**config.mk**
```make
export PLATFORM = sky130hd
export DESIGN_NAME = event_edge_capture
export DESIGN_NICKNAME = d
export VERILOG_FILES = /design/src/rtl/event_capture_pkg.sv /design/src/rtl/event_sync_edge.sv /design/src/rtl/event_edge_capture.sv
export SDC_FILE = /design/constraint.sdc
export NUM_CORES = 1
export LEC_CHECK = 0
export CORE_MARGIN = 3
export CORE_UTILIZATION = 50
export CTS_BUF_LIST = sky130_fd_sc_hd__clkbuf_8
export CTS_CLUSTER_SIZE = 16
export DETAILED_ROUTE_END_ITERATION = 6
export PLACE_DENSITY = 0.85
export SYNTH_ARGS = -nofsm -noshare
export SYNTH_HDL_FRONTEND = slang
export SYNTH_HIERARCHICAL = 1
export SYNTH_SLANG_ARGS = --single-unit
```
**constraint.sdc**
```tcl
create_clock -name clk -period 3.7 [get_ports clk]
set_input_delay 0.37 -clock clk [delete_from_list [all_inputs] [get_ports clk]]
set_output_delay 0.37 -clock clk [all_outputs]
set_load 0.01 [all_outputs]
```
**src/rtl/event_capture_pkg.sv**
```systemverilog
// Shared edge-mode constants, FSM state encoding and edge-detect helper
// for the event edge capture front end.
package event_capture_pkg;

   localparam int EDGE_ANY  = 0;
   localparam int EDGE_RISE = 1;
   localparam int EDGE_FALL = 2;

   typedef logic [0:0] state_t;

   localparam state_t EMPTY = 1'b0;
   localparam state_t FULL  = 1'b1;

   // s is the current synchronised level, p the level one cycle earlier.
   function automatic logic edge_detect(input int mode, input logic s, input logic p);
      case (mode)
         EDGE_RISE: return s & ~p;
         EDGE_FALL: return ~s & p;
         default:   return s ^ p;
      endcase
   endfunction

endpackage

```
**src/rtl/event_sync_edge.sv**
```systemverilog
// Synchroniser chain plus edge detector: emits a registered 1-cycle edge pulse.
// Latency: input change before edge N -> pulse high after edge N+SYNC_STAGES.
// Backpressure: none, free-running; pulses are never held back.
module event_sync_edge
   import event_capture_pkg::*;
#(
   parameter int SYNC_STAGES = 2,
   parameter int EDGE_MODE   = EDGE_ANY
) (
   input  logic clk,
   input  logic rst_n,
   input  logic event_in,
   output logic edge_pulse
);

   logic [SYNC_STAGES-1:0] sync_q;
   logic                   prev_q;
   logic                   sync_lvl;
   logic                   edge_now;

   assign sync_lvl = sync_q[SYNC_STAGES-1];
   assign edge_now = edge_detect(EDGE_MODE, sync_lvl, prev_q);

   // prev_q resets to 0 so a line held high through reset still yields one rise.
   always_ff @(posedge clk or negedge rst_n) begin
      if (!rst_n) begin
         sync_q     <= '0;
         prev_q     <= 1'b0;
         edge_pulse <= 1'b0;
      end else begin
         sync_q     <= {sync_q[SYNC_STAGES-2:0], event_in};
         prev_q     <= sync_lvl;
         edge_pulse <= edge_now;
      end
   end

endmodule

```
**src/rtl/event_edge_capture.sv**
```systemverilog
// Captures load_val on each detected event edge into a one-entry valid/ready holding register.
// Latency: event change before edge N -> out_valid after edge N+SYNC_STAGES+1.
// Backpressure: while full and not ready, new edges are dropped and flagged sticky in overflow.
// Optional EVENT_CAPTURE_TIMESTAMP_EN adds out_time, a free-running cycle count latched with out_data.
module event_edge_capture
   import event_capture_pkg::*;
#(
   parameter int DATA_W      = 4,
   parameter int SYNC_STAGES = 2,
   parameter int EDGE_MODE   = EDGE_ANY,
   parameter int CNT_W       = 8
) (
   input  logic              clk,
   input  logic              rst_n,
   input  logic              event_in,
   input  logic [DATA_W-1:0] load_val,
   input  logic              out_ready,
   input  logic              clr_ovf,
   output logic              out_valid,
   output logic [DATA_W-1:0] out_data,
   output logic [CNT_W-1:0]  edge_cnt,
   output logic              overflow
`ifdef EVENT_CAPTURE_TIMESTAMP_EN
   ,
   output logic [CNT_W-1:0]  out_time
`endif
);

   logic   edge_pulse;
   logic   handshake;
   logic   load;
   logic   drop;
   state_t state_q;
   state_t state_d;

   event_sync_edge #(
      .SYNC_STAGES (SYNC_STAGES),
      .EDGE_MODE   (EDGE_MODE)
   ) u_sync_edge (
      .clk        (clk),
      .rst_n      (rst_n),
      .event_in   (event_in),
      .edge_pulse (edge_pulse)
   );

   assign out_valid = (state_q == FULL);
   assign handshake = out_valid & out_ready;
   // A slot is free when empty or when the current entry leaves this cycle.
   assign load      = edge_pulse & (!out_valid | out_ready);
   assign drop      = edge_pulse & out_valid & !out_ready;

   always_comb begin
      state_d = state_q;
      case (state_q)
         EMPTY:   if (edge_pulse) state_d = FULL;
         FULL:    if (handshake && !edge_pulse) state_d = EMPTY;
         default: state_d = EMPTY;
      endcase
   end

   always_ff @(posedge clk or negedge rst_n) begin
      if (!rst_n) begin
         state_q  <= EMPTY;
         out_data <= '0;
      end else begin
         state_q <= state_d;
         if (load) out_data <= load_val;
      end
   end

   always_ff @(posedge clk or negedge rst_n) begin
      if (!rst_n) begin
         edge_cnt <= '0;
      end else if (edge_pulse && (edge_cnt != {CNT_W{1'b1}})) begin
         edge_cnt <= edge_cnt + 1'b1;
      end
   end

   // A drop in the same cycle as a clear leaves the flag set.
   always_ff @(posedge clk or negedge rst_n) begin
      if (!rst_n) begin
         overflow <= 1'b0;
      end else if (drop) begin
         overflow <= 1'b1;
      end else if (clr_ovf) begin
         overflow <= 1'b0;
      end
   end

`ifdef EVENT_CAPTURE_TIMESTAMP_EN
   logic [CNT_W-1:0] cycle_cnt;

   always_ff @(posedge clk or negedge rst_n) begin
      if (!rst_n) begin
         cycle_cnt <= '0;
         out_time  <= '0;
      end else begin
         cycle_cnt <= cycle_cnt + 1'b1;
         if (load) out_time <= cycle_cnt;
      end
   end
`endif

endmodule

```
==> results_dict.tcl <==
set metrics [dict create \
    cpMaxStageDelayCell "clkdlybuf4s50_1" \
    die-area_mm2 0.00199 \
    cellLeakagePower_uw 0.000447 \
    initial_core_util_pct 55.1 \
    tns_ns 0 \
    start_kind "flop" \
    synth_ff_type "dfrtp_1" \
    max-cap-violations 0 \
    drtIter0Drc 19 \
    clock_skew_ns 0.00469 \
    hold_buffers 0 \
    drt_wl_total_um 1500 \
    cp.arrival_ns 1.31 \
    yosysSeqAreaShare_pct 60.6 \
    antenna_found_initial 0 \
    seq_area_um2 450 \
    drcViolationCount 0 \
    path_cells "clkdlybuf4s50_1" \
    layout_min_cycle_time_ns 1.68 \
    globalRouteOverflowTotal 0 \
    ant_nets 0 \
    worst_pin_slew_ns 0.771 \
    routedWlPerCell_um 15.3 \
    synthMuxAreaShare_pct 11.6 \
    synth_area_per_cell_um2 13.0 \
    grt_pass1_vias 526 \
    multi_input_area_um2 285 \
    cp_slowest_stage_delay_ns 0.58 \
    synthesis.nets 67 \
    whs_ns 0.362 \
    synthToLayoutAreaGrowth_pct 39.6 \
    cp.required_ns 3.33 \
    ys_warn_count 6 \
    worst-path-max-fanout 8 \
    n_antenna_cell 0 \
    synth_xor_area_share_pct 2.36 \
    dp_hpwl_um 1100 \
    path_clk_slew_ns 0.07 \
    grt_first_pass_wirelength_um 2530 \
    synth_cell_types 23 \
    dr_total_vias 550 \
    power.total_uw 722 \
    cts_tree "yes" \
    core_area_mm2 0.00135 \
    final_cells 98 \
    path_buf_inv 1 \
    die_h_um 44.6 \
    final_nets 94 \
    p_per_area_mw_per_mm2 696 \
    status "complete, no violations" \
    layout_commonest_cell "clkdlybuf4s50_1" \
    worstHoldPathType "flop to flop" \
    slew_viol_final 0 \
    clock_path_buffers 2 \
    setup_violations 0 \
    synth_compound_area_share_pct 8.25 \
    synthCells 57 \
    cp_top_family "buffers and inverters" \
    rows 13 \
    cts_max_level 1 \
    dpl.cell_count 94 \
    cts_resized 0 \
    clock_latency_ns 0.25 \
    cts_made_buffers 3 \
    mostFrequentLayoutCells "clkdlybuf4s50_1 (22), dfrtp_1 (18), nand2_1 (6)" \
    first_pass_iters 4 \
    fmax_mhz 596 \
    clock-root-buffer "clkbuf_8" \
    yosysTopAreaCell "dfrtp_1" \
    drive_gt1_share_pct 20.5 \
    synth-simple-area-share_pct 14.5 \
    synthesis.area_um2 743 \
    async_flop_share_pct 100 \
    ios 23 \
    grt_max_degree 19 \
    worstSetupPathType "flop to primary output" \
    ys_ff_latch 18 \
    yosysTopAreaCellShare_pct 60.6 \
    critPathCaptureType "primary output" \
    post_cts_buffers 0 \
    fin_crit_sh_pct 45.3 \
    io_buffer_count 22 \
    cts_sinks 18 \
    peakVddDrop_uv 445 \
    vias_per_cell 5.61 \
    synth_fa_ha_area_share_pct 1.68 \
    slew_headroom_pct 48.4 \
    rsz0062_at_grt "no" \
    fillCellCount 82 \
    hold_viol 0 \
    utilization_pct 76.8 \
    die_x_um 44.6 \
    synth_top_family_by_area "simple AND/OR/NAND/NOR gates" \
    synth-edff-count 0 \
    synthTopCellsByArea "dfrtp_1 (61%), mux2_2 (7.6%), mux2_4 (4.0%), a21oi_1 (3.4%), nand2_1 (3.0%)" \
    gp_congestion 0.668 \
    track_usage_pct 18.4 \
]
final cells by class:
type | instances | area share [%]
timing repair buffer | 22 | 21.2
multi-input combinational | 37 | 27.5
inverter | 2 | 0.724
clock buffer | 4 | 5.31
tap | 15 | 1.81
sequential | 18 | 43.4
registers in the layout, indices dropped and copies added, names as in the netlist:
name and flops:
u_sync_edge/prev_q 1, u_sync_edge/edge_pulse 1, edge_cnt 8, out_data 4, out_valid 1, u_sync_edge/sync_q 2, overflow 1
through the flow:
stage	instance area [um^2]	setup WS, ns
final	1040	2.02
after floorplan	743	2.26
after global placement	982	2.14
after CTS	1040	2.02
after global routing	1040	1.98
after detailed placement	982	2.08
routing by layer:
| metal | routed length, um | vias up | global-route usage, % |
|---|---|---|---|
| met4 | 33 | 0 | 10.8 |
| li1 | - | 255 | - |
| met1 | 664 | 265 | 23.6 |
| met3 | 100 | 5 | 5.28 |
| met5 | 0 | - | 0 |
| met2 | 705 | 25 | 27.5 |
logic make-up (layout without fill, tap and decap cells):
kind of cell | Yosys count | after routing
flip-flops | 18 | 18
AND/OR/NAND/NOR | 17 | 17
AO/OA/AOI/OAI | 10 | 10
multiplexers | 7 | 7
XOR/XNOR | 2 | 2
buffers and inverters | 2 | 28
adder cells (fa/ha/maj) | 1 | 1
synth_stat cells, types with 2 or more instances:
master and instances:
mux2_2 5, nand2_1 6, and3_2 2, a21oi_1 5
dfrtp_1 18, nand3_2 2, inv_1 2, mux2_4 2
worst paths after layout:
check,from,to,slack [ns],cells past startpoint
worst max register to register,edge_cnt[0],edge_cnt[1],2.12,4
worst min-delay path,u_sync_edge/sync_q[0],u_sync_edge/sync_q[1],0.36,0
worst max-delay path,edge_cnt[3],edge_cnt[3],2.02,1
min in group asynchronous,rst_n,edge_cnt[7],0.56,1
worst min register to register,u_sync_edge/sync_q[0],u_sync_edge/sync_q[1],0.36,0
max in group asynchronous,rst_n,out_data[1],2.65,1
power breakdown:
part	switching, uW	total, uW	leakage (uW)	internal [uW]
Clock	64.7	159	0.0000288	94.6
Sequential	64.4	314	0.000214	250
Combinational	97.2	248	0.000204	151
Power figures use the tool's default switching activity.
